<file path="src/rtl/requant_pkg.sv">
// Shared widths, saturation-bound helper and lane result type for the requantizer.
package requant_pkg;

  localparam int L_DATAIN_DEF  = 24;
  localparam int L_DATAOUT_DEF = 16;
  localparam int N_CH_DEF      = 4;
  localparam int L_SHIFT_DEF   = 5;
  localparam int L_CNT_DEF     = 16;

  typedef struct packed {
    logic signed [31:0] max;
    logic signed [31:0] min;
  } sat_bounds_t;

  typedef struct packed {
    logic signed [L_DATAOUT_DEF-1:0] val;
    logic                            sat;
  } lane_res_t;

  // Two's-complement range of a w-bit signed value.
  function automatic sat_bounds_t sat_bounds(input int unsigned w);
    sat_bounds_t b;
    b.max = (32'sd1 <<< (w - 1)) - 32'sd1;
    b.min = -(32'sd1 <<< (w - 1));
    return b;
  endfunction

endpackage

</file>
<file path="src/rtl/requant_lane.sv">
// One lane of requantization: shift/round feeds the S1 register, clamp reads it back.
// Purely combinational; no handshake of its own.
module requant_lane
  import requant_pkg::*;
#(
  parameter int L_datain  = L_DATAIN_DEF,
  parameter int L_dataout = L_DATAOUT_DEF,
  parameter int L_SHIFT   = L_SHIFT_DEF
) (
  input  logic [L_datain-1:0]  din,
  input  logic [L_SHIFT-1:0]   shift,
  input  logic                 round,
  output logic [L_datain:0]    shifted,
  input  logic [L_datain:0]    sat_in,
  output logic [L_dataout-1:0] res_val,
  output logic                 res_sat
);

  localparam int LW = L_datain + 1;
  localparam logic [L_SHIFT-1:0] SH_MAX = L_SHIFT'(L_datain - 1);
  localparam sat_bounds_t BND = sat_bounds(L_dataout);
  localparam logic signed [LW-1:0] MAX_W = LW'(BND.max);
  localparam logic signed [LW-1:0] MIN_W = LW'(BND.min);

  logic [L_SHIFT-1:0]    sh;
  logic signed [LW-1:0]  ext;
  logic signed [LW-1:0]  rnd;
  logic signed [LW-1:0]  sum;
  logic signed [LW-1:0]  s1;

  // One guard bit keeps the rounding add from wrapping at the positive extreme.
  always_comb begin
    sh  = (shift > SH_MAX) ? SH_MAX : shift;
    ext = {din[L_datain-1], din};
    rnd = '0;
    if (round && (sh != '0)) begin
      rnd = LW'(1) << (sh - L_SHIFT'(1));
    end
    sum     = ext + rnd;
    shifted = sum >>> sh;
  end

  always_comb begin
    s1      = sat_in;
    res_val = s1[L_dataout-1:0];
    res_sat = 1'b0;
    if (s1 > MAX_W) begin
      res_val = MAX_W[L_dataout-1:0];
      res_sat = 1'b1;
    end else if (s1 < MIN_W) begin
      res_val = MIN_W[L_dataout-1:0];
      res_sat = 1'b1;
    end
  end

endmodule

</file>
<file path="src/rtl/saturate_requant_pipe.sv">
// N_CH-lane shift/round/saturate pipe: 2-cycle latency, 1 beat/cycle, in_ready follows out_ready combinationally.
// Optional saturation event counter under SAT_STATS_EN.
module saturate_requant_pipe
  import requant_pkg::*;
#(
  parameter int L_datain  = L_DATAIN_DEF,
  parameter int L_dataout = L_DATAOUT_DEF,
  parameter int N_CH      = N_CH_DEF,
  parameter int L_SHIFT   = L_SHIFT_DEF,
  parameter int L_CNT     = L_CNT_DEF
) (
  input  logic                      clk,
  input  logic                      rst_n,
  input  logic                      in_valid,
  output logic                      in_ready,
  input  logic [N_CH*L_datain-1:0]  in_data,
  input  logic [L_SHIFT-1:0]        in_shift,
  input  logic                      in_round,
  output logic                      out_valid,
  input  logic                      out_ready,
  output logic [N_CH*L_dataout-1:0] out_data,
  output logic [N_CH-1:0]           out_sat,
  output logic [L_CNT-1:0]          sat_cnt,
  input  logic                      sat_cnt_clr
);

  localparam int LW = L_datain + 1;

  logic                          s1_vld_q, s1_vld_d;
  logic [N_CH-1:0][LW-1:0]       s1_dat_q, s1_dat_d;
  logic                          out_vld_q, out_vld_d;
  logic [N_CH*L_dataout-1:0]     out_dat_q, out_dat_d;
  logic [N_CH-1:0]               out_sat_q, out_sat_d;

  logic [N_CH-1:0][LW-1:0]       lane_shifted;
  logic [N_CH*L_dataout-1:0]     lane_val;
  logic [N_CH-1:0]               lane_sat;
  logic                          s2_adv, s1_adv, in_hs;

  for (genvar i = 0; i < N_CH; i++) begin : g_lane
    requant_lane #(
      .L_datain (L_datain),
      .L_dataout(L_dataout),
      .L_SHIFT  (L_SHIFT)
    ) u_lane (
      .din    (in_data[i*L_datain +: L_datain]),
      .shift  (in_shift),
      .round  (in_round),
      .shifted(lane_shifted[i]),
      .sat_in (s1_dat_q[i]),
      .res_val(lane_val[i*L_dataout +: L_dataout]),
      .res_sat(lane_sat[i])
    );
  end

  always_comb begin
    s2_adv    = !out_vld_q || out_ready;
    s1_adv    = !s1_vld_q || s2_adv;
    in_hs     = in_valid && s1_adv;
    s1_vld_d  = s1_vld_q;
    s1_dat_d  = s1_dat_q;
    out_vld_d = out_vld_q;
    out_dat_d = out_dat_q;
    out_sat_d = out_sat_q;
    if (s1_adv) begin
      s1_vld_d = in_valid;
    end
    if (in_hs) begin
      s1_dat_d = lane_shifted;
    end
    // Output regs only move on advance, which keeps them frozen under backpressure.
    if (s2_adv) begin
      out_vld_d = s1_vld_q;
      if (s1_vld_q) begin
        out_dat_d = lane_val;
        out_sat_d = lane_sat;
      end
    end
  end

  always_ff @(posedge clk) begin
    if (!rst_n) begin
      s1_vld_q  <= 1'b0;
      s1_dat_q  <= '0;
      out_vld_q <= 1'b0;
      out_dat_q <= '0;
      out_sat_q <= '0;
    end else begin
      s1_vld_q  <= s1_vld_d;
      s1_dat_q  <= s1_dat_d;
      out_vld_q <= out_vld_d;
      out_dat_q <= out_dat_d;
      out_sat_q <= out_sat_d;
    end
  end

  assign in_ready  = s1_adv;
  assign out_valid = out_vld_q;
  assign out_data  = out_dat_q;
  assign out_sat   = out_sat_q;

`ifdef SAT_STATS_EN
  logic [L_CNT-1:0] sat_cnt_q, sat_cnt_d;
  logic [L_CNT:0]   sat_pop;
  logic [L_CNT:0]   cnt_sum;
  logic             out_hs;

  // Clear has priority over a coincident handshake; the count saturates rather than wraps.
  always_comb begin
    out_hs  = out_vld_q && out_ready;
    sat_pop = '0;
    for (int i = 0; i < N_CH; i++) begin
      sat_pop = sat_pop + (L_CNT + 1)'(out_sat_q[i]);
    end
    cnt_sum   = {1'b0, sat_cnt_q} + sat_pop;
    sat_cnt_d = sat_cnt_q;
    if (sat_cnt_clr) begin
      sat_cnt_d = '0;
    end else if (out_hs) begin
      sat_cnt_d = cnt_sum[L_CNT] ? '1 : cnt_sum[L_CNT-1:0];
    end
  end

  always_ff @(posedge clk) begin
    if (!rst_n) begin
      sat_cnt_q <= '0;
    end else begin
      sat_cnt_q <= sat_cnt_d;
    end
  end

  assign sat_cnt = sat_cnt_q;
`else
  logic unused_sat_cnt_clr;
  assign unused_sat_cnt_clr = sat_cnt_clr;
  assign sat_cnt = '0;
`endif

endmodule

</file>
<file path="config.mk">
export PLATFORM = sky130hd
export DESIGN_NAME = saturate_requant_pipe
export DESIGN_NICKNAME = d
export VERILOG_FILES = /design/src/rtl/requant_pkg.sv /design/src/rtl/requant_lane.sv /design/src/rtl/saturate_requant_pipe.sv
export SDC_FILE = /design/constraint.sdc
export NUM_CORES = 1
export LEC_CHECK = 0
export BUFFER_PORTS_ARGS = -buffer_cell sky130_fd_sc_hd__clkbuf_2
export CAP_MARGIN = 40
export CELL_PAD_IN_SITES_DETAIL_PLACEMENT = 0
export CELL_PAD_IN_SITES_GLOBAL_PLACEMENT = 1
export CORE_MARGIN = 1.5
export CORE_UTILIZATION = 44
export CTS_CLUSTER_SIZE = 20
export DETAILED_ROUTE_END_ITERATION = 7
export PLACE_DENSITY = 0.93
export SLEW_MARGIN = 30
export SYNTH_ARGS = -nofsm -noshare
export SYNTH_HDL_FRONTEND = slang
export SYNTH_SLANG_ARGS = --single-unit
</file>
<file path="constraint.sdc">
create_clock -name clk -period 7.57 [get_ports clk]
set_clock_uncertainty 0.2 [all_clocks]
set_input_delay 1.514 -clock clk [delete_from_list [all_inputs] [get_ports clk]]
set_output_delay 1.514 -clock clk [all_outputs]
set_load 0.05 [all_outputs]
</file>
Word-level counts from Yosys, hierarchy flattened:

Index checks and enable logic that the tools add are counted.

* bits in registers: 170
* bits in latches: 0
* RAM bits: 0
* memory bits (read-only): 0
* word-level logic and storage cells: 53
* memories: 0

* $add $sub $neg: 5
* $mul: 0
* div/mod/pow operators: 0
* order comparisons: 9
* equal/unequal tests: 0
* shifts and indexed selects: 5
* multiplexer cells: 18
* bitwise operators: 0
* reduce and logical (&&, ||, !) cells: 8

Operators by type and width (count)
* 2-to-1 mux 16 bit: 8
* adder 24 x 25 -> 25 bit: 4
* > comparator 25 x 16 -> 1 bit, second input constant: 4
* < comparator 25 x 16 -> 1 bit, second input constant: 4
* >>> shifter 25 x 5 -> 25 bit: 4
* 2-to-1 mux 25 bit: 1
* left shift 1 x 5 -> 25 bit, first input constant: 1
* 2-to-1 mux 1 bit: 8
* > comparator 5 bit, second input constant: 1
* 2-to-1 mux 5 bit: 1
* nonzero test 5 bit: 1
* subtractor 5 x 1 -> 5 bit, second input constant: 1
* logical AND 1 bit: 2
* zero test 1 bit: 2
* logical OR 1 bit: 2
* AND reduction 2 bit: 1

Logic depth before layout (Yosys ltp):

Gate-level depths: netlist of the first run.

* depth after elaboration: 7
* depth in mapped cells: 24
* mapped depth without buffers: 18

By module:

Synthesis of the first run repeated with hierarchy kept, for this count alone.

* cells, all modules: 2866
* area, all modules: 20678.6 sq um

By module, submodules not included
* saturate_requant_pipe: times used 1, cells an instance 771, area an instance 6842.8 sq um
* requant_lane (g_lane[1].u_lane ...): times used 2, cells an instance 534, area an instance 3415.8 sq um
* requant_lane (g_lane[3].u_lane): times used 1, cells an instance 520, area an instance 3547.2 sq um
* requant_lane (g_lane[0].u_lane): times used 1, cells an instance 507, area an instance 3457.1 sq um

Worst setup path before layout of the first run:

No wires, ideal clock.

* kind: input port to flip-flop
* start: input in_shift[0]
* end: register s1_dat_q[80] in the netlist's numbering
* data arrival time: 6402 ps
* setup slack: 832 ps
* stages on the path: 23
* buffers on the path: 9
* cells stage by stage: buf_2 -> buf_2 -> buf_1 -> clkbuf_1 -> clkbuf_1 -> a21oi_1 -> clkbuf_1 -> clkbuf_1 -> nand2_1 -> clkbuf_1 -> nor3_1 -> ha_1 -> clkbuf_1 -> a21oi_1 -> o21ai_0 -> a21o_1 -> a2111oi_0 -> o31a_1 -> xor2_1 -> o22ai_1 -> a221oi_1 -> a2bb2oi_1 -> o32ai_1

* word-level cells in the longest chain between the ends: 7
* elaborated cells on any way between the ends: 9

RTL lines
* start: declaration: line saturate_requant_pipe.sv:17 `input logic [L_SHIFT-1:0] in_shift,`
* > comparator 5 bit: line requant_lane.sv:33 `sh = (shift > SH_MAX) ? SH_MAX : shift;`
* 2-to-1 mux 5 bit *: line requant_lane.sv:33
* subtractor 5 x 1 -> 5 bit / nonzero test 5 bit (equally long branches): line requant_lane.sv:37, requant_lane.sv:36
* left shift 1 x 5 -> 25 bit / logical AND 1 bit (equally long branches): line requant_lane.sv:37, requant_lane.sv:36
* 2-to-1 mux 25 bit: line requant_lane.sv:36 `if (round && (sh != '0)) begin`
* adder 24 x 25 -> 25 bit: line requant_lane.sv:39 `sum = ext + rnd;`
* >>> shifter 25 x 5 -> 25 bit *: line requant_lane.sv:40 `shifted = sum >>> sh;`
* end signal: assignment: line saturate_requant_pipe.sv:90 `s1_dat_q <= s1_dat_d;`
* end: declaration: line saturate_requant_pipe.sv:30 `logic [N_CH-1:0][LW-1:0] s1_dat_q, s1_dat_d;`

Every way passes the cells marked *; elsewhere a longest branch is shown, timed or not.
A chain may end at the register's enable or synchronous reset.

Worst setup path after layout of the first run:

* start: input in_shift[3]
* end: register s1_dat_q[5] in the netlist's numbering

The elaborated chain is that of the path after synthesis.

==> impl_metrics.toml, run 1 <==
[outcome]
status = "finished clean"

[clock_network]
clkSinkCount = 170
post-cts-setup-buffers = 0
ctsHoldBuffers = 0
tritoncts_buffers = 17
clock_tree.htree_level_count = 4
cts_buffer_depth = 2
clk_pin_slew_ns = 0.07
ctsRootBufferMaster = "sky130_fd_sc_hd__clkbuf_16"
cts_repair_resize_count = 0
clock_network_latency_to_the_later_pin_of_the_worst_skew_pair_ns = 0.44
cts_tree = "built"

[setup_path]
combined_buffer_and_inverter_count_along_the_critical_path = 2
critPathCaptureType = "flop"
crit_slowest_cell = "sky130_fd_sc_hd__mux2i_1"
crit-reg2reg-launch = "out_valid"
crit_path_frequent_cell = "sky130_fd_sc_hd__ha_1"
path_delay_family = "simple AND/OR/NAND/NOR gates"
worstPathRequired_ns = 7.73
path_cells = "clkbuf_2 > or2_0 > nor2_1 > ha_1 > ha_1 > nand3_1 > a211oi_1 > nand4_1 > and3b_1 > nor4_2 > mux2i_1 > and2_1 > buf_4 > a21oi_1 > nor3_1 > nand2_1 > a41oi_1"
worstSetupStartpointType = "input pin"
timing.critical_path.slowest_cell_delay_ns = 0.64
criticalPathCategory = "input pin to flop"
crit_arrival_ns = 6.84
timing.critical_path.fanout_max = 14
startpoint = "in_shift[3]"

[drt]
detailedRoute.firstIterationViolations = 3025
finalWirelength_mm = 82.3
drt.antenna.violating_nets = 0
vias_per_cell = 6.72
post-route-drc-count = 0
wl_per_cell_um = 25.4
detailroute.via_count = 21800
dr.pass1.iters = 5

[grt]
vias_in_the_first_global_route = 19100
grt_start_max_net_pins = 95
antenna_found_initial = 0
globalRouteTotalUtil = 0.375
globalRouteOverflowTotal = 0
wire_length_of_the_first_global_routing_pass_mm = 121

[synth]
post_synth_instance_area_mm2 = 0.0182
synth_top_family_by_area = "compound AO/OA/AOI/OAI gates"
synth_xor_xnor_area_share = 0.0639
synthesized_flop_and_latch_total = 170
yosysWarnings = 0
synth_common_cells = "sky130_fd_sc_hd__nor2_1 (270), sky130_fd_sc_hd__a21oi_1 (262), sky130_fd_sc_hd__nand2_1 (249)"
synth-edff-count = 0
synth_compound_gate_area_share = 0.377
synth.avg_cell_area_um2 = 7.00
portion_of_synthesized_cell_area_occupied_by_the_leading_cell_type = 0.187
post_synth_num_cell_types = 103
post_synth_fa_ha_maj_area_fraction = 0.0358
synth-simple-area-share = 0.224
yosys_most_used_dff = "sky130_fd_sc_hd__dfxtp_1"
post-synth-top-count-cell = "sky130_fd_sc_hd__nor2_1"
asr_flop_ratio_synth = 0
part_of_the_yosys_area_used_for_sequential_elements = 0.187
synth_top_area_cell = "sky130_fd_sc_hd__dfxtp_1"
synthCells = 2598
synthMuxAreaShare = 0.0539
synth_area_leaders = "sky130_fd_sc_hd__dfxtp_1 (19%), sky130_fd_sc_hd__a21oi_1 (7.2%), sky130_fd_sc_hd__o21ai_0 (6.6%)"

[sta]
slew_viol_final = 0
timing.setup.tns_ns = 0
post-route-period-util = 0.882
relSlewSlack = 0.388
period_needed_ns = 6.68
tightest_slew_ns = 0.913
fmax_mhz = 150
postLayoutSetupSlackWorst_ns = 0.893
setup_viol_count_final = 0
final_hold_violation_count = 0
rsz0062_at_grt = "no"

[die]
floorplan.rows = 74
core_mm2 = 0.0408
fp.dieArea_mm2 = 0.0426
initial_core_util = 0.445
die_span_y_um = 206
die_w_um = 206
pin_count = 193

[placed_design]
standard_cell_area_after_detailed_placement_mm2 = 0.0197
place.port_buffers = 175
hpwlAfterDp_mm = 63.9
dpl_worst_slack_ns = 0.527
gp_routability_congestion = 1.03

[power_and_ir_drop]
power_density_mw_per_mm2 = 154
power.ir.vdd_worst_v = 0.000127
leakagePower_nw = 8.19
power.total_w = 0.00313

[worst_hold_path]
timing.hold.worst.start = "s1_dat_q[43]"
worst_hold_path_type = "flop to flop"

[layout]
final_layout_fill_cell_count = 4145
ant_cells = 0
areaGrowthSynthToFinish_pct = 11.7
final_area_mm2 = 0.0203
final_layout_size_suffix_gt1_frac = 0.149
design.final.nets = 2844

[run]
maxCapViolations = 0
tightest hold or removal path, stage by stage (launching register included):
cell and delay (ns):
sky130_fd_sc_hd__dfxtp_1 0.32, sky130_fd_sc_hd__nand2_1 0.05, sky130_fd_sc_hd__nand2_1 0.04
metal layers:
layer,vias up,part of all wire,track usage
met3,212,0.090,0.0473
met1,10300,0.43,0.525
met4,0,0.047,0.166
li1,9951,-,-
met5,-,0,0
met2,1307,0.43,0.573
cells by family (layout without fill, tap and decap cells):
| group | Yosys count | after routing |
|---|---|---|
| flip-flops | 170 | 170 |
| adder cells (fa/ha/maj) | 54 | 54 |
| multiplexers | 93 | 93 |
| buffers and inverters | 254 | 343 |
| AND/OR/NAND/NOR | 857 | 857 |
| other | 1 | 20 |
| XOR/XNOR | 131 | 131 |
| AO/OA/AOI/OAI | 1038 | 1038 |
registers in the layout (all words and copies together) (netlist names):
name / flops
s1_dat_q: 100
s1_vld_q: 1
out_valid: 1
out_data: 64
out_sat: 4
cells in the final DEF (no fill, tap or decap), types with 12 or more instances in the layout:
master,count
sky130_fd_sc_hd__a211o_1,17
sky130_fd_sc_hd__a211oi_1,48
sky130_fd_sc_hd__a21boi_0,13
sky130_fd_sc_hd__a21o_1,21
sky130_fd_sc_hd__a21oi_1,259
sky130_fd_sc_hd__a221o_1,12
sky130_fd_sc_hd__a221oi_1,18
sky130_fd_sc_hd__a22oi_1,28
sky130_fd_sc_hd__a311oi_1,14
sky130_fd_sc_hd__a31oi_1,47
sky130_fd_sc_hd__and2_1,28
sky130_fd_sc_hd__and3_1,27
sky130_fd_sc_hd__buf_4,93
sky130_fd_sc_hd__clkbuf_16,17
sky130_fd_sc_hd__clkbuf_2,174
sky130_fd_sc_hd__conb_1,20
sky130_fd_sc_hd__dfxtp_1,170
sky130_fd_sc_hd__ha_1,44
sky130_fd_sc_hd__inv_1,38
sky130_fd_sc_hd__mux2_2,19
sky130_fd_sc_hd__mux2i_1,72
sky130_fd_sc_hd__nand2_1,247
sky130_fd_sc_hd__nand3_1,63
sky130_fd_sc_hd__nand4_1,19
sky130_fd_sc_hd__nor2_1,269
sky130_fd_sc_hd__nor3_1,65
sky130_fd_sc_hd__nor4_1,19
sky130_fd_sc_hd__o211ai_1,63
sky130_fd_sc_hd__o21a_1,20
sky130_fd_sc_hd__o21ai_0,240
sky130_fd_sc_hd__o21bai_1,15
sky130_fd_sc_hd__o221a_2,13
sky130_fd_sc_hd__o221ai_1,21
sky130_fd_sc_hd__o22ai_1,22
sky130_fd_sc_hd__o31ai_1,22
sky130_fd_sc_hd__or3_1,25
sky130_fd_sc_hd__xnor2_1,95
sky130_fd_sc_hd__xor2_1,34
path summary, 6_finish.rpt:
check	end	slack [ns]	cells after the start
max reg2reg	s1_dat_q[82]	4.44	9
max	s1_dat_q[5]	0.89	17
min reg2reg	s1_dat_q[43]	0.25	2
min	s1_dat_q[43]	0.25	2
layout make-up:
cell class / count / area [µm²] / share of cell area
clock buffer: 19 / 433 / 0.0213
clock inverter: 13 / 166 / 0.00820
inverter: 39 / 146 / 0.00721
multi-input combinational: 2193 / 13900 / 0.683
sequential: 170 / 3400 / 0.168
tap: 532 / 666 / 0.0328
timing repair buffer: 272 / 1620 / 0.0796
through the flow:
step,hold WS (ns),instances,utilization
floorplan,0.225,2617,-
global placement,0.245,3192,0.480
detailed placement,0.244,3202,0.481
CTS,0.253,3234,0.496
global route,0.283,3238,0.497
finish,0.252,3238,0.497
power by group:
| group | switching [W] | leakage (nW) | internal [W] | total (W) |
|---|---|---|---|---|
| logic | 0.000838 | 6.49 | 0.000364 | 0.00120 |
| registers | 0.0000536 | 1.41 | 0.000976 | 0.00103 |
| clock network | 0.000380 | 0.290 | 0.000523 | 0.000903 |
No activity file was read; power rests on OpenSTA's default activity.
==> run 2: changes to the inputs <==
--- a/config.mk
+++ b/config.mk
@@ -5,15 +5,15 @@
 export SDC_FILE = /design/constraint.sdc
 export NUM_CORES = 1
 export LEC_CHECK = 0
-export BUFFER_PORTS_ARGS = -buffer_cell sky130_fd_sc_hd__clkbuf_2
 export CAP_MARGIN = 40
 export CELL_PAD_IN_SITES_DETAIL_PLACEMENT = 0
 export CELL_PAD_IN_SITES_GLOBAL_PLACEMENT = 1
 export CORE_MARGIN = 1.5
-export CORE_UTILIZATION = 44
+export CORE_UTILIZATION = 48
 export CTS_CLUSTER_SIZE = 20
 export DETAILED_ROUTE_END_ITERATION = 7
-export PLACE_DENSITY = 0.93
+export DONT_BUFFER_PORTS = 1
+export PLACE_DENSITY = 0.94
 export SLEW_MARGIN = 30
 export SYNTH_ARGS = -nofsm -noshare
 export SYNTH_HDL_FRONTEND = slang
==> run 2 against run 1 <==
Against the previous run:
- routed wire length shrank 3.7%
- sequential power grew 9.7%
- total power shrank 3.2%
- largest power group is now sequential cells
- worst setup slack gained 0.42 ns
- largest cell class unchanged
- combinational power shrank 18%
- highest routed layer unchanged
- non-clock buffer count shrank 175
==> impl_metrics.toml, run 2 (same netlist as run 1, synthesis figures left out) <==
[grt]
globalRouteOverflowTotal = 0
vias_in_the_first_global_route = 19200
globalRouteTotalUtil = 0.395
antenna_found_initial = 0
wire_length_of_the_first_global_routing_pass_mm = 119
grt_start_max_net_pins = 115

[clock_network]
cts_tree = "built"
clkSinkCount = 170
cts_repair_resize_count = 0
ctsRootBufferMaster = "sky130_fd_sc_hd__clkbuf_16"
post-cts-setup-buffers = 0
ctsHoldBuffers = 0
clock_network_latency_to_the_later_pin_of_the_worst_skew_pair_ns = 0.43
cts_buffer_depth = 2
tritoncts_buffers = 17
clock_tree.htree_level_count = 4
clk_pin_slew_ns = 0.06

[sta]
relSlewSlack = 0.377
tightest_slew_ns = 0.923
slew_viol_final = 0
post-route-period-util = 0.826
setup_viol_count_final = 0
fmax_mhz = 160
period_needed_ns = 6.26
rsz0062_at_grt = "no"
final_hold_violation_count = 0
timing.setup.tns_ns = 0

[layout]
final_cells = 3042
design.final.nets = 2669
max_flop_register = "s1_dat_q"
final_layout_size_suffix_gt1_frac = 0.0917
final_layout_fill_cell_count = 3787
areaGrowthSynthToFinish_pct = 7.04
largest_register_ffs = 100
final-seq-area_mm2 = 0.00340
layout.cells.most_common = "sky130_fd_sc_hd__nor2_1"
multi_input_area_mm2 = 0.0139
highest_count_cells_in_the_layout_ignoring_fill_and_taps = "sky130_fd_sc_hd__nor2_1 (269), sky130_fd_sc_hd__a21oi_1 (258), sky130_fd_sc_hd__nand2_1 (247)"

[die]
initial_core_util = 0.485
die_w_um = 198
core_mm2 = 0.0375
fp.dieArea_mm2 = 0.0391
floorplan.rows = 71
pin_count = 193
die_span_y_um = 198

[power_and_ir_drop]
power.ir.vdd_worst_v = 0.000158
leakagePower_nw = 7.45
power_density_mw_per_mm2 = 156

[worst_hold_path]
worst_hold_path_type = "flop to flop"
timing.hold.worst.start = "s1_dat_q[69]"

[setup_path]
worstPathRequired_ns = 7.66
timing.critical_path.fanout_max = 35
critPathCaptureType = "flop"
crit_arrival_ns = 6.35
crit_path_frequent_cell = "sky130_fd_sc_hd__buf_4"
path_cells = "a21oi_4 > nand2_1 > nor2_1 > buf_4 > ha_1 > a21oi_1 > a21oi_1 > maj3_1 > a2111oi_0 > buf_4 > o21ai_1 > mux2i_1 > buf_4 > nand2_1 > o22ai_1 > a221oi_1 > a2bb2oi_1 > o32ai_1"
timing.critical_path.slowest_cell_delay_ns = 0.62
startpoint = "in_shift[4]"
crit_slowest_cell = "sky130_fd_sc_hd__a221oi_1"
worstSetupStartpointType = "input pin"
criticalPathCategory = "input pin to flop"
crit-reg2reg-launch = "out_valid"

[drt]
dr.pass1.iters = 6
drt.antenna.violating_nets = 0
wl_per_cell_um = 26.1
vias_per_cell = 6.95
detailroute.via_count = 21100
detailedRoute.firstIterationViolations = 2748
finalWirelength_mm = 79.3
post-route-drc-count = 0

[placed_design]
place.detailed.instances = 3006
place.port_buffers = 0
hpwlAfterDp_mm = 60.5
gp_routability_congestion = 1.03

[run]
maxCapViolations = 0

[outcome]
status = "finished clean"
run 2: cell types whose count changed in the layout (fill, tap and decap cells not counted), sizes merged:
cell	delta
clkbuf	-172
inv	-3
buf	-1
clkinv	-1
clkinvlp	+1
diode	+1
run 2: layer usage:
layer,vias up,share of wire,global-route usage
met4,0,0.067,0.224
met1,9813,0.41,0.530
met3,265,0.11,0.0864
li1,9605,-,-
met2,1449,0.41,0.582
met5,-,0,0
run 2: area by class of cell:
| type | instances | share of cell area |
|---|---|---|
| antenna | 1 | 0.000129 |
| clock buffer | 21 | 0.0247 |
| clock inverter | 10 | 0.00720 |
| inverter | 39 | 0.00752 |
| multi-input combinational | 2193 | 0.713 |
| sequential | 170 | 0.175 |
| tap | 511 | 0.0328 |
| timing repair buffer | 97 | 0.0397 |
run 2: worst paths after layout:
path	end	slack (ns)	depth (start not counted)
worst max-delay path	s1_dat_q[80]	1.31	18
worst min-delay path	s1_dat_q[69]	0.26	2
worst max register to register	s1_dat_q[82]	3.84	9
worst min register to register	s1_dat_q[69]	0.26	2
run 2: power by group:
part	internal [W]	leakage [nW]	switching (W)	total, W
logic	0.000336	5.75	0.000650	0.000986
registers	0.000976	1.41	0.000159	0.00113
clock network	0.000553	0.298	0.000359	0.000912
total	0.00186	7.45	0.00117	0.00303
run 2: stage by stage:
stage	total power [W]	hold WS, ns	area (µm²)	worst slack [ns]	utilization
after floorplan	0.00182	0.225	18300	0.832	-
after global placement	0.00207	0.246	18700	1.18	0.499
after detailed placement	0.00209	0.252	18800	1.05	0.501
after CTS	0.00299	0.261	19400	1.49	0.517
after global routing	0.00315	0.291	19500	1.16	0.519
final	0.00303	0.259	19500	1.31	0.519
run 2: critical path, delay by kind of cell:
family / cells / cell delay (ns)
AOI/OAI and AO/OA: 9 / 2.36
muxes: 1 / 0.25
buffers and inverters: 3 / 0.59
and+or+nand+nor: 3 / 0.85
adders and majority gates: 2 / 0.72
